===== src/rtl/game_progress.sv =====
// game_progress: round/lives tracker driving a seven-segment field display with
// idle, play, blinking victory and steady defeat screens.
module game_progress #(
  parameter int NUM_DIGITS   = 4,
  parameter int WIN_ROUNDS   = 3,
  parameter int START_LIVES  = 7,
  parameter int BLINK_CYCLES = 25_000_000
) (
  input  logic                    clk,
  input  logic                    reset_n,
  input  logic                    start,
  input  logic                    round_won,
  input  logic                    round_lost,
  output logic [5*NUM_DIGITS-1:0] bits,
  output logic                    victoryflag,
  output logic                    defeatflag,
  output logic [3:0]              lives,
  output logic [3:0]              rounds
);
  localparam int BW = BLINK_CYCLES > 1 ? $clog2(BLINK_CYCLES) : 1;
  typedef enum logic [1:0] {IDLE, PLAY, VICTORY, DEFEAT} state_t;
  state_t state, state_nx;
  logic [3:0] lives_nx, rounds_nx;
  logic [BW-1:0] blink_cnt, blink_nx;
  logic blank, blank_nx;
  function automatic logic [5*NUM_DIGITS-1:0] disp(input state_t s, input logic [3:0] l, r, input logic b);
    logic [5*NUM_DIGITS-1:0] d;
    d = {NUM_DIGITS{5'b10000}};
    d[4:0] = s == IDLE ? 5'b11111 : {1'b0, r};
    d[5*NUM_DIGITS-1 -: 5] = s == IDLE ? 5'b11111 : {1'b0, l};
    return (s == VICTORY && b) ? '1 : d;
  endfunction
  always_comb begin
    state_nx  = state;
    lives_nx  = lives;
    rounds_nx = rounds;
    blink_nx  = '0;
    blank_nx  = 1'b0;
    case (state)
      PLAY: begin
        if (round_won && !round_lost) begin
          rounds_nx = rounds + 4'd1;
          state_nx  = rounds_nx == 4'(WIN_ROUNDS) ? VICTORY : PLAY;
        end else if (round_lost && !round_won) begin
          lives_nx = lives - 4'd1;
          state_nx = lives_nx == 4'd0 ? DEFEAT : PLAY;
        end
      end
      VICTORY: begin
        blink_nx = blink_cnt == BW'(BLINK_CYCLES - 1) ? '0 : blink_cnt + 1'b1;
        blank_nx = blink_cnt == BW'(BLINK_CYCLES - 1) ? ~blank : blank;
      end
      default: ;
    endcase
    // start restarts from any non-PLAY state and wins over round pulses
    if (start && state != PLAY) begin
      state_nx  = PLAY;
      lives_nx  = 4'(START_LIVES);
      rounds_nx = 4'd0;
      blink_nx  = '0;
      blank_nx  = 1'b0;
    end
  end
  always_ff @(posedge clk or negedge reset_n) begin
    if (!reset_n) begin
      state       <= IDLE;
      lives       <= 4'd0;
      rounds      <= 4'd0;
      blink_cnt   <= '0;
      blank       <= 1'b0;
      victoryflag <= 1'b0;
      defeatflag  <= 1'b0;
      bits        <= disp(IDLE, 4'd0, 4'd0, 1'b0);
    end else begin
      state       <= state_nx;
      lives       <= lives_nx;
      rounds      <= rounds_nx;
      blink_cnt   <= blink_nx;
      blank       <= blank_nx;
      victoryflag <= state_nx == VICTORY;
      defeatflag  <= state_nx == DEFEAT;
      bits        <= disp(state_nx, lives_nx, rounds_nx, blank_nx);
    end
  end
endmodule


===== config.mk =====
export PLATFORM = sky130hd
export DESIGN_NAME = game_progress
export DESIGN_NICKNAME = d
export VERILOG_FILES = /design/src/rtl/game_progress.sv
export SDC_FILE = /design/constraint.sdc
export NUM_CORES = 1
export LEC_CHECK = 0
export ABC_AREA = 0
export CORE_ASPECT_RATIO = 0.5
export CORE_MARGIN = 2
export CORE_UTILIZATION = 55
export CTS_CLUSTER_SIZE = 28
export DETAILED_ROUTE_END_ITERATION = 6
export PLACE_DENSITY = 0.81
export SLEW_MARGIN = 40
export SYNTH_ARGS = -nofsm -noshare
export SYNTH_HDL_FRONTEND = slang
export SYNTH_SLANG_ARGS = --single-unit

===== constraint.sdc =====
create_clock -name clk -period 5 [get_ports clk]
set_input_delay 1 -clock clk [delete_from_list [all_inputs] [get_ports clk]]
set_output_delay 1 -clock clk [all_outputs]
set_load 0.02 [all_outputs]

==> results of run 1 <==
cell usage after synthesis:
library cell and count:
nor3_1 8, xor2_1 14, a211oi_1 1, o21ai_0 6
and3_1 5, a2111oi_4 1, nand3_1 13, dfstp_2 9
o211ai_1 1, nand2_1 13, a21o_1 1, nor4bb_1 2
nand4_1 7, or3_1 1, and4bb_2 1, dfrtp_1 39
and2_0 1, nor3_4 1, inv_1 5, a21oi_2 1
or2b_1 1, and2b_1 1, nor2b_1 1, nor4b_1 2
and3_4 1, and4bb_4 1, conb_1 1, nor4_1 3
nand2b_1 5, a21oi_1 3, and2_1 4, ha_1 5
xnor2_1 16, buf_4 11, and4_1 7, or2_2 2
nor2_1 32, buf_2 3
state kept, by name, indices dropped and copies added, names as in the netlist:
signal,count
blank,1
blink_cnt,25
lives,4
rounds,4
defeatflag,1
victoryflag,1
state,2
bits,10
cells by family (layout without fill, tap and decap cells):
| kind of cell | count (synthesis) | in the layout | share of synthesized area (%) |
|---|---|---|---|
| AO/OA/AOI/OAI | 14 | 14 | 4.35 |
| XOR/XNOR | 30 | 30 | 11.0 |
| adder cells (fa/ha/maj) | 5 | 5 | 2.62 |
| buffers and inverters | 19 | 45 | 4.87 |
| flip-flops | 48 | 48 | 50.8 |
| other | 1 | 2 | 0.157 |
| AND/OR/NAND/NOR | 112 | 112 | 26.2 |
report_power, final:
group / total [mW] / switching (mW) / internal, mW
Sequential: 0.536 / 0.0599 / 0.476
Clock: 0.324 / 0.124 / 0.200
Combinational: 0.396 / 0.210 / 0.187
Total: 1.26 / 0.394 / 0.863
metrics by stage:
stage / utilization (%) / setup WS (ns) / hold WS [ns]
2_1_floorplan: - / 2.94 / 0.486
3_3_place_gp: 66.5 / 2.33 / 0.511
3_5_place_dp: 66.6 / 2.30 / 0.525
4_1_cts: 69.9 / 2.56 / 0.547
5_1_grt: 69.9 / 2.45 / 0.571
6_report: 69.9 / 2.57 / 0.549
how the worst max path moves through the flow:
stage / end
floorplan: bits[0]$_DFF_PN1_
global placement: bits[3]$_DFF_PN1_
detailed placement: bits[18]$_DFF_PN1_
CTS: bits[19]
global route: blink_cnt[13]$_DFF_PN0_
finish: bits[19]
cell type report:
type | count | area, µm²
inverter | 5 | 18.8
clock inverter | 2 | 60.1
timing repair buffer | 32 | 318
sequential | 48 | 1210
tap | 54 | 67.6
clock buffer | 6 | 72.6
multi-input combinational | 163 | 1060
fill | 292 | 1210
routing by layer:
layer	track usage (%)	wire (µm)	vias to the layer above
li1	-	-	817
met1	24.1	1920	794
met2	34.3	2120	41
met3	5.15	198	5
met4	5.40	38	0
met5	0	0	-
==> impl_metrics.toml, run 1 <==
[synth]
synth_area_um2 = 2390
synthCells = 229
avgSynthCellArea_um2 = 10.4
ys_seq_area_share_pct = 50.8
yosysUniqueCellTypes = 38
synth_top_area_cell = "dfrtp_1"
ys_top_cells_by_area = "dfrtp_1 41%, dfstp_2 9.9%, xnor2_1 5.9%"
synth_top_cell_area_share_pct = 40.9
synth-seq-cells = 48
ys_warn_count = 0

[run_status]
status = "completed"

[worst_setup_path]
path_class = "reg -> out"
crit_chain = "clkdlybuf4s50_1"
crit_fanout = 2
reg2reg_slack_ns = 2.98
required_ns = 4.00
end_kind = "primary output"
crit_slowest_cell = "clkdlybuf4s50_1"
critPathLaunch = "bits[4]$_DFF_PN1_"
rr_endpoint = "blink_cnt[17]$_DFF_PN0_"
crit_path_max_incr_delay_ns = 0.59
critPathLaunchType = "flop"
critPathTopFamily = "buffers and inverters"
worstSetupPathDepth = 1
ff2ff_path_depth = 5
worstPathArrival_ns = 1.43
cp_num_buf_inv = 1
r2r-start = "blink_cnt[0]$_DFF_PN0_"

[power]
total_power_mw = 1.26
leakage_nw = 1.14
ir_worst_vdd_mv = 0.156
power.density_nw_per_um2 = 447

[placed_design]
port_buffers = 32
place.gp.congestion = 0.801
place_inst = 302
placed_area_um2 = 2680
hpwlAfterDp_mm = 2.96

[clock_tree]
cts.path.max_buffers = 2
cts_tree = "yes"
cts.root.buffer_cell = "clkbuf_8"
post_cts_buffers = 0
cts.repair.resized = 0
cts_hold_buf = 0
clk_latency_ns = 0.30
htreeDepth = 2
cts_buffers = 5
cts_sinks = 48
clkSlewWorstSetupHoldPaths_ns = 0.09

[timing]
finalSetupViolations = 0
slew_headroom_pct = 51.3
skew_ns = 0.0147
final.setup.tns_ns = 0
period_minus_slack_ns = 2.43
timing.final.hold_violations = 0
rsz0062_at_grt = "no"
finalCritPeriodShare_pct = 48.7
tightestPinTransition_ns = 0.731
final_max_slew_viol_count = 0
fmax_mhz = 411

[grt]
gr-usage-all-layers_pct = 19.4
grt.overflow.total = 0
grt_max_degree = 49
grt_pass1_wl_mm = 7.54
antenna_found_initial = 0
grt_pass1_vias = 1655

[min_path]
hold_start = "blink_cnt[0]$_DFF_PN0_"
hold_path_depth = 1
hold_end = "blink_cnt[0]$_DFF_PN0_"
hold_path_class = "reg -> reg"

[route]
drc = 0
post_drt_wl_per_cell_um = 13.8
viasPerCell = 5.35
vias = 1657
dr.pass1.iters = 4
drt_iter0_markers = 51
wl_mm = 4.28
ant_nets = 0

[die]
rows = 16
die_area_um2 = 4920
io_pins = 35
die_w_um = 97.2
die_h_um = 50.6
initial_core_util_pct = 59.3
core_area_um2 = 4020

[finish]
drive_gt1_share_pct = 9.77
final_common_cell = "dfrtp_1"
layout_common_cells = "39 x dfrtp_1, 32 x nor2_1, 31 x clkdlybuf4s50_1"
design_area_um2 = 2810
fin_cells = 310
nets = 265
areaGrowthSynthToFinish_pct = 17.8
diodes = 0

[job]
maxCapViolations = 0
Power figures use the tool's default switching activity.
==> inputs of run 2 (changes only) <==
--- a/config.mk
+++ b/config.mk
@@ -8,10 +8,10 @@
 export ABC_AREA = 0
 export CORE_ASPECT_RATIO = 0.5
 export CORE_MARGIN = 2
-export CORE_UTILIZATION = 55
+export CORE_UTILIZATION = 54
 export CTS_CLUSTER_SIZE = 28
 export DETAILED_ROUTE_END_ITERATION = 6
-export PLACE_DENSITY = 0.81
+export PLACE_DENSITY = 0.79
 export SLEW_MARGIN = 40
 export SYNTH_ARGS = -nofsm -noshare
 export SYNTH_HDL_FRONTEND = slang
==> constraint.sdc (replaced) <==
create_clock -name clk -period 2.41 [get_ports clk]
set_input_delay 0.482 -clock clk [delete_from_list [all_inputs] [get_ports clk]]
set_output_delay 0.482 -clock clk [all_outputs]
set_load 0.02 [all_outputs]
==> run 2 against run 1 <==
Cell count grew 1.9%. Clock-buffer cell count is the same. First-iteration DRC count grew 29%. Critical path depth is the same. Register-to-register slack lost 2.5 ns. Sequential cell count is the same. Sequential power grew 110%. Sequential share of layout area is essentially flat. Setup slack lost 2.1 ns. Clock power grew 79%. Largest power group unchanged. Highest routed layer unchanged.
==> impl_metrics.toml, run 2 (synthesis results as in run 1) <==
[run_status]
status = "completed"

[grt]
grt.overflow.total = 0
grt_pass1_wl_mm = 7.18
gr-usage-all-layers_pct = 18.6
antenna_found_initial = 0
grt_pass1_vias = 1612
grt_max_degree = 32

[route]
drc = 0
viasPerCell = 5.32
dr.pass1.iters = 4
post_drt_wl_per_cell_um = 13.6
wl_mm = 4.31
ant_nets = 0
vias = 1682
drt_iter0_markers = 66

[finish]
largest_reg_flops = 25
diodes = 0
reg_top3 = "blink_cnt (25), bits (10)"
areaGrowthSynthToFinish_pct = 17.7
final_common_cell = "dfrtp_1"
layout_common_cells = "39 x dfrtp_1, 32 x nor2_1, 31 x clkdlybuf4s50_1"
nets = 268
largest_register = "blink_cnt"
design_area_um2 = 2810
drive_gt1_share_pct = 10.8

[die]
die_area_um2 = 5000
io_pins = 35
initial_core_util_pct = 55.3
die_w_um = 98.0
core_area_um2 = 4320
die_h_um = 51.0
rows = 17

[placed_design]
port_buffers = 32
hpwlAfterDp_mm = 3.14
placed_area_um2 = 2700
place.gp.congestion = 0.810

[timing]
final_max_slew_viol_count = 0
tightestPinTransition_ns = 0.669
finalCritPeriodShare_pct = 80.5
fmax_mhz = 515
slew_headroom_pct = 55.4
finalSetupViolations = 0
rsz0062_at_grt = "no"
final.setup.tns_ns = 0
skew_ns = 0.0127
period_minus_slack_ns = 1.94
timing.final.hold_violations = 0

[clock_tree]
cts_sinks = 48
cts.path.max_buffers = 2
cts.repair.resized = 0
cts_buffers = 5
cts_tree = "yes"
cts_hold_buf = 0
post_cts_buffers = 0
clk_latency_ns = 0.31
cts.root.buffer_cell = "clkbuf_8"
htreeDepth = 2
clkSlewWorstSetupHoldPaths_ns = 0.09

[power]
ir_worst_vdd_mv = 0.398
power.density_nw_per_um2 = 898
leakage_nw = 1.14

[min_path]
hold_path_class = "in -> async"

[worst_setup_path]
crit_fanout = 1
cp_num_buf_inv = 1
crit_slowest_cell = "clkdlybuf4s50_1"
path_class = "reg -> out"
r2r-start = "blink_cnt[0]$_DFF_PN0_"
critPathLaunchType = "flop"
crit_chain = "clkdlybuf4s50_1"
worstPathArrival_ns = 1.46
end_kind = "primary output"
crit_path_max_incr_delay_ns = 0.61
required_ns = 1.93
critPathTopFamily = "buffers and inverters"
critPathLaunch = "bits[0]$_DFF_PN1_"
reg2reg_slack_ns = 0.51

[job]
maxCapViolations = 0
## run 2: cell types whose count changed in the layout (fill, tap and decap cells not counted)
cell       change
buf_4          +2
bufinv_16      -1
clkinv_2       +1
buf_2          +1
## run 2: layout make-up
cell class	instances	area [µm²]
fillers	337	1510
clock buffers	6	72.6
well taps	57	71.3
inverters	5	18.8
multi-input cells	163	1060
clock inverters	2	35.0
flip-flops and latches	48	1210
repair buffers	35	338
## run 2: routing by layer
layer,part of all wire [%],track usage (%)
met2,49,31.8
met1,45,22.9
met4,2.2,8.33
met3,4.0,4.51
met5,0,0
## run 2: final timing paths
| kind | cells after the start | endpoint |
|---|---|---|
| setup reg to reg | 6 | bits[18]$_DFF_PN1_ |
| hold / removal | 1 | blink_cnt[4]$_DFF_PN0_ |
| max in group asynchronous | 2 | bits[17]$_DFF_PN1_ |
| setup / recovery | 1 | bits[0] |
| min in group clk | 1 | blink_cnt[0]$_DFF_PN0_ |
| hold reg to reg | 1 | blink_cnt[0]$_DFF_PN0_ |
## run 2: per-stage QoR
step,hold slack [ns],total power [mW],setup WS [ns],std cells,utilization [%]
after global routing,0.246,2.65,0.346,316,65.1
after floorplan,0.186,1.61,0.692,230,-
after detailed placement,0.532,1.96,0.244,308,62.6
final,0.192,2.52,0.470,316,65.1
after global placement,0.516,1.93,0.332,308,62.6
after CTS,0.222,2.54,0.471,316,65.1
## run 2: power by group
part           total (mW)  switching [mW]  internal (mW)
Sequential           1.12           0.129          0.988
Clock               0.580           0.272          0.308
Combinational       0.827           0.436          0.391
